[src/rtl/osc_adj_cal.sv]
// Oscillator calibration: counts osc_in edges per window and steps ctrl by +/-1 until within tol.
// Define OSC_ADJ_CAL_TRACK_EN to keep measuring while locked and re-adjust when the count drifts.
module osc_adj_cal #(
   parameter int unsigned CTRL_W     = 2,
   parameter int unsigned CNT_W      = 10,
   parameter int unsigned WIN_CYC    = 64,
   parameter int unsigned SETTLE_CYC = 8
) (
   input  logic              clk,
   input  logic              rst,
   input  logic              start,
   input  logic              osc_in,
   input  logic [CNT_W-1:0]  target,
   input  logic [CNT_W-1:0]  tol,
   output logic [CTRL_W-1:0] ctrl,
   output logic              busy,
   output logic              locked,
   output logic              fail,
   output logic [CNT_W-1:0]  meas
);

   localparam int unsigned TimerW = $clog2(WIN_CYC > SETTLE_CYC ? WIN_CYC : SETTLE_CYC) + 1;
   localparam int unsigned IterW  = CTRL_W + 1;

   localparam logic [TimerW-1:0] SettleLast = TimerW'(SETTLE_CYC - 1);
   localparam logic [TimerW-1:0] WinLast    = TimerW'(WIN_CYC - 1);
   localparam logic [IterW-1:0]  IterMax    = IterW'((1 << CTRL_W) + 1);
   localparam logic [CTRL_W-1:0] CtrlMid    = CTRL_W'(1) << (CTRL_W - 1);

   typedef enum logic [2:0] {
      StIdle,
      StSettle,
      StMeasure,
      StEval,
      StLocked,
      StFail
   } state_e;

   state_e             state_q;
   logic [TimerW-1:0]  timer_q;
   logic [IterW-1:0]   iter_q;
   logic [CNT_W-1:0]   cnt_q;
   logic [CNT_W-1:0]   cnt_inc;
   logic [CNT_W-1:0]   eval_cnt;
   logic [CNT_W:0]     err;
   logic               sync1_q;
   logic               sync2_q;
   logic               prev_q;
   logic               osc_rise;
   logic               below;
   logic               in_tol;
   logic               at_limit;
   logic               can_start;

   always_ff @(posedge clk) begin
      if (rst) begin
         sync1_q <= 1'b0;
         sync2_q <= 1'b0;
         prev_q  <= 1'b0;
      end else begin
         sync1_q <= osc_in;
         sync2_q <= sync1_q;
         prev_q  <= sync2_q;
      end
   end

   assign osc_rise  = sync2_q & ~prev_q;
   assign can_start = (state_q == StIdle) || (state_q == StLocked) || (state_q == StFail);
   assign at_limit  = (iter_q + 1'b1) == IterMax;

   // EVAL judges the held count; a tracking window judges the count including its last cycle.
   always_comb begin
      cnt_inc = cnt_q;
      if (osc_rise && (cnt_q != '1)) begin
         cnt_inc = cnt_q + 1'b1;
      end
      eval_cnt = (state_q == StEval) ? cnt_q : cnt_inc;
      below    = eval_cnt < target;
      if (below) begin
         err = {1'b0, target} - {1'b0, eval_cnt};
      end else begin
         err = {1'b0, eval_cnt} - {1'b0, target};
      end
      in_tol = err <= {1'b0, tol};
   end

   always_ff @(posedge clk) begin
      if (rst) begin
         state_q <= StIdle;
         timer_q <= '0;
         iter_q  <= '0;
         cnt_q   <= '0;
         ctrl    <= '0;
         meas    <= '0;
         busy    <= 1'b0;
         locked  <= 1'b0;
         fail    <= 1'b0;
      end else if (start && can_start) begin
         state_q <= StSettle;
         timer_q <= '0;
         iter_q  <= '0;
         ctrl    <= CtrlMid;
         busy    <= 1'b1;
         locked  <= 1'b0;
         fail    <= 1'b0;
      end else begin
         case (state_q)
            StSettle: begin
               if (timer_q == SettleLast) begin
                  state_q <= StMeasure;
                  timer_q <= '0;
                  cnt_q   <= '0;
               end else begin
                  timer_q <= timer_q + 1'b1;
               end
            end
            StMeasure: begin
               cnt_q <= cnt_inc;
               if (timer_q == WinLast) begin
                  state_q <= StEval;
                  timer_q <= '0;
               end else begin
                  timer_q <= timer_q + 1'b1;
               end
            end
            StEval: begin
               meas   <= cnt_q;
               iter_q <= iter_q + 1'b1;
               if (in_tol) begin
                  state_q <= StLocked;
                  timer_q <= '0;
                  cnt_q   <= '0;
                  busy    <= 1'b0;
                  locked  <= 1'b1;
               end else if (at_limit || (below && (ctrl == '1)) || (!below && (ctrl == '0))) begin
                  state_q <= StFail;
                  busy    <= 1'b0;
                  fail    <= 1'b1;
               end else begin
                  state_q <= StSettle;
                  timer_q <= '0;
                  ctrl    <= below ? ctrl + 1'b1 : ctrl - 1'b1;
               end
            end
            StLocked: begin
`ifdef OSC_ADJ_CAL_TRACK_EN
               cnt_q <= cnt_inc;
               if (timer_q == WinLast) begin
                  timer_q <= '0;
                  if (in_tol) begin
                     meas  <= cnt_inc;
                     cnt_q <= '0;
                  end else begin
                     // Hand the drifted count to EVAL, which reports it and steps ctrl.
                     state_q <= StEval;
                     iter_q  <= '0;
                     busy    <= 1'b1;
                     locked  <= 1'b0;
                  end
               end else begin
                  timer_q <= timer_q + 1'b1;
               end
`else
               cnt_q <= cnt_q;
`endif
            end
            default: begin
               cnt_q <= cnt_q;
            end
         endcase
      end
   end

endmodule

[config.mk]
export PLATFORM = sky130hd
export DESIGN_NAME = osc_adj_cal
export DESIGN_NICKNAME = d
export VERILOG_FILES = /design/src/rtl/osc_adj_cal.sv
export SDC_FILE = /design/constraint.sdc
export NUM_CORES = 1
export LEC_CHECK = 0
export CAP_MARGIN = 20
export CELL_PAD_IN_SITES_DETAIL_PLACEMENT = 0
export CELL_PAD_IN_SITES_GLOBAL_PLACEMENT = 1
export CORE_ASPECT_RATIO = 1.5
export CORE_MARGIN = 3
export CORE_UTILIZATION = 46
export CTS_BUF_LIST = sky130_fd_sc_hd__clkbuf_16
export DETAILED_ROUTE_END_ITERATION = 12
export PLACE_DENSITY_LB_ADDON = 0.1
export REMOVE_ABC_BUFFERS = 1
export SLEW_MARGIN = 40
export SYNTH_ARGS = -nofsm -noshare
export SYNTH_HDL_FRONTEND = slang
export SYNTH_SLANG_ARGS = --single-unit
[constraint.sdc]
create_clock -name clk -period 8.4 [get_ports clk]
set_input_delay 1.68 -clock clk [delete_from_list [all_inputs] [get_ports clk]]
set_output_delay 1.68 -clock clk [all_outputs]
set_load 0.05 [all_outputs]
==> metrics.md <==
| Metric | Value |
|---|---|
| Outcome | `finished, final reports clean` |
| Synthesized area per cell | `7.80 sq um` |
| Die ar. | `8720 sq um` |
| Largest net degree at the start of global routing | `31` |
| Ys async rst share | `0` |
| Final Skew | `7.78 ps` |
| Pwr Density | `124 nW/um^2` |
| Worst path required time | `8610 ps` |
| DRT iter0 DRCs | `109` |
| CP max FO | `12` |
| Drt pass-1 iters | `6` |
| Cell count after synthesis | `449` |
| Yosys cell types | `62` |
| Reg-to-reg startpoint | `cnt_q[0]$_SDFFE_PP0P_` |
| Vias | `3168` |
| Post-cts hold buffer count | `0` |
| Vias in the first global route | `3152` |
| Tcrit/Tclk final | `0.745` |
| Number of enable flip-flop cells after synthesis | `0` |
| Setup CP Type | `flip-flop to flip-flop` |
| Post-CTS setup buffers | `0` |
| CTS Buffer Depth | `2` |
| CTS Root Cell | `clkbuf_16` |
| H-Tree Level Count | `2` |
| Most used cell, CP | `ha_1` |
| Die Wd | `77.2 um` |
| Diode count | `0` |
| Hold path depth | `1` |
| Max-capacitance violation count | `0` |
| Remaining DRCs | `0` |
| Io pins | `39` |
| Fin Hold WS | `441 ps` |
| Hold Path Sink | `sync2_q$_SDFF_PP0_` |
| First-pass GRT wire length | `14600 um` |
| Most common cell after layout, fill and taps aside | `nand2_1` |
| Drt via density | `5.51` |
| Top_reg_cell synth | `dfxtp_1` |
| Startpoint types | `flip-flop` |
| Reg clk slew, reported paths | `60 ps` |
| Seq cells post-synth | `41` |
| WP data arrival | `6470 ps` |
| Post-cts resize count | `0` |
| Total power | `506 uW` |
| Gpl congestion | `0.918` |
| Largest vdd supply drop | `0.195 mV` |
| Num CTS Buffers | `5` |
| Post-route cell area | `4080 sq um` |
| Crit-path cells | `ha_1 -> nand2_1 -> o41a_1 -> nand2_1 -> mux2i_1 -> inv_1 -> ha_1 -> nor2b_4 -> o31a_4 -> a21bo_2 -> nor2_2 -> a211oi_1 -> o311ai_1 -> xor2_1 -> ha_1 -> a21oi_1 -> nand3b_1 -> a211oi_1 -> or2_2 -> o311ai_4 -> a31oi_4 -> mux2i_1` |
| Final Setup Violations | `0` |
| Routed WL | `8660 um` |
| FMAX | `0.160 GHz` |
| Initial core utilization | `0.478` |
| Seq/Total Area, Yosys | `0.234` |
| Routed len/inst | `15.1 um` |
| Cell Area, Synth | `3500 sq um` |
| R2R Path End | `timer_q[1]$_SDFFE_PP0P_` |
| Share of cells above drive strength 1 | `0.0695` |
| CP Capture Type | `flip-flop` |
| Most frequent cells in the layout | `nand2_1, inv_1, a21oi_1` |
| Setup tns final | `0 ps` |
| TritonCTS clock tree | `done` |
| Slowest cell delay on critical path | `530 ps` |
| Clock Sinks | `41` |
| Nets | `534` |
| FF-to-FF path depth | `22` |
| Post-route ant nets | `0` |
| Port Buffers | `38` |
| Worst skew pair latency | `290 ps` |
| Fin crit period | `6260 ps` |
| Row count | `38` |
| Placed cell count | `567` |
| Slew HR | `0.524` |
| Die H | `113 um` |
| P_leak | `1.58 nW` |
| HP Start | `sync1_q$_SDFF_PP0_` |
| Post-DP Area | `3920 sq um` |
| YS warnings | `0` |
| Post-DP HPWL | `6820 um` |
| Area Growth Syn to Fin | `16.6%` |
| Gr usage total | `0.205` |
| CP max-delay cell | `o41a_1` |
| Hold WC Path Type | `flip-flop to flip-flop` |
| Final Hold Fails | `0` |
| Initial antenna violation count | `0` |
| Worst slew pin tran | `714 ps` |
| Total gr overflow | `0` |
| Slew Limit Fails | `0` |
| Fin cells | `575` |
| RSZ-0062 raised after global routing | `no` |
| FF-to-FF setup slack | `2140 ps` |
| Core ar. | `7320 sq um` |
how the worst max path moves through the flow:
stage	endpoint	from	cells past startpoint	slack, ps
finish	timer_q[1]$_SDFFE_PP0P_	cnt_q[0]$_SDFFE_PP0P_	22	2140
CTS	timer_q[1]$_SDFFE_PP0P_	cnt_q[0]$_SDFFE_PP0P_	21	2170
detailed placement	timer_q[1]$_SDFFE_PP0P_	target[8]	18	2020
global route	timer_q[1]$_SDFFE_PP0P_	cnt_q[0]$_SDFFE_PP0P_	24	1570
global placement	timer_q[0]$_SDFFE_PP0P_	target[8]	18	2070
floorplan	timer_q[1]$_SDFFE_PP0P_	cnt_q[0]$_SDFFE_PP0P_	24	3110
power breakdown:
group          total (mW)  internal [mW]  switching (mW)
clock               0.213          0.138          0.0749
sequential          0.199          0.197         0.00249
combinational      0.0941         0.0403          0.0537
Yosys cell counts, types with 7 or more instances:
cell type,number,area share
dfxtp_1,41,0.23
o21ai_0,10,0.014
ha_1,34,0.12
nand3_1,18,0.026
xor2_1,11,0.028
nor2_1,29,0.031
a21oi_1,43,0.061
xnor2_1,11,0.028
clkbuf_1,15,0.016
nand2_1,65,0.070
inv_1,42,0.045
a21o_1,7,0.015
mux2i_1,8,0.023
per-layer routing:
metal / vias to the layer above / part of all wire / GRT usage
li1: 1627 / - / -
met1: 1474 / 0.41 / 0.224
met2: 50 / 0.54 / 0.392
met3: 17 / 0.024 / 0.0215
met4: 0 / 0.027 / 0.0938
met5: - / 0 / 0
stage by stage:
step	setup WS [ps]	utilization
3_3_place_gp	2070	0.535
5_1_grt	1570	0.558
6_report	2140	0.558
4_1_cts	2170	0.558
3_5_place_dp	2020	0.535
2_1_floorplan	3110	-
registers in the layout, summed over array words and instances (netlist names), 2 cells and up:
register,count
ctrl,2
cnt_q,10
iter_q,3
timer_q,7
state_q,3
meas,10
worst max-delay path, delay by kind of cell, from the launching register on:
kind,cells,cell delay (ps)
AOI/OAI and AO/OA,9,2640
xor gates and xnor gates,1,180
adders and majority gates,3,890
buffers and inverters,1,150
DFF,1,450
muxes,2,660
and+or+nand+nor,6,1210
logic make-up after synthesis:
kind of cell               after synthesis  synth area share
buffers and inverters                   64            0.0743
xor gates and xnor gates                22            0.0550
and+or+nand+nor                        150             0.197
AOI/OAI and AO/OA                      127             0.280
muxes                                    9            0.0261
adders and majority gates               36             0.133
DFF                                     41             0.234
final cells by class:
type / count / area, sq um
Multi-Input combinational cell: 344 / 2420
Tap cell: 100 / 125
Timing Repair Buffer: 40 / 395
Clock inverter: 3 / 37.5
Sequential cell: 41 / 821
Clock buffer: 5 / 125
Inverter: 42 / 158
Fill cell: 755 / 3240
Power figures use the tool's default switching activity.
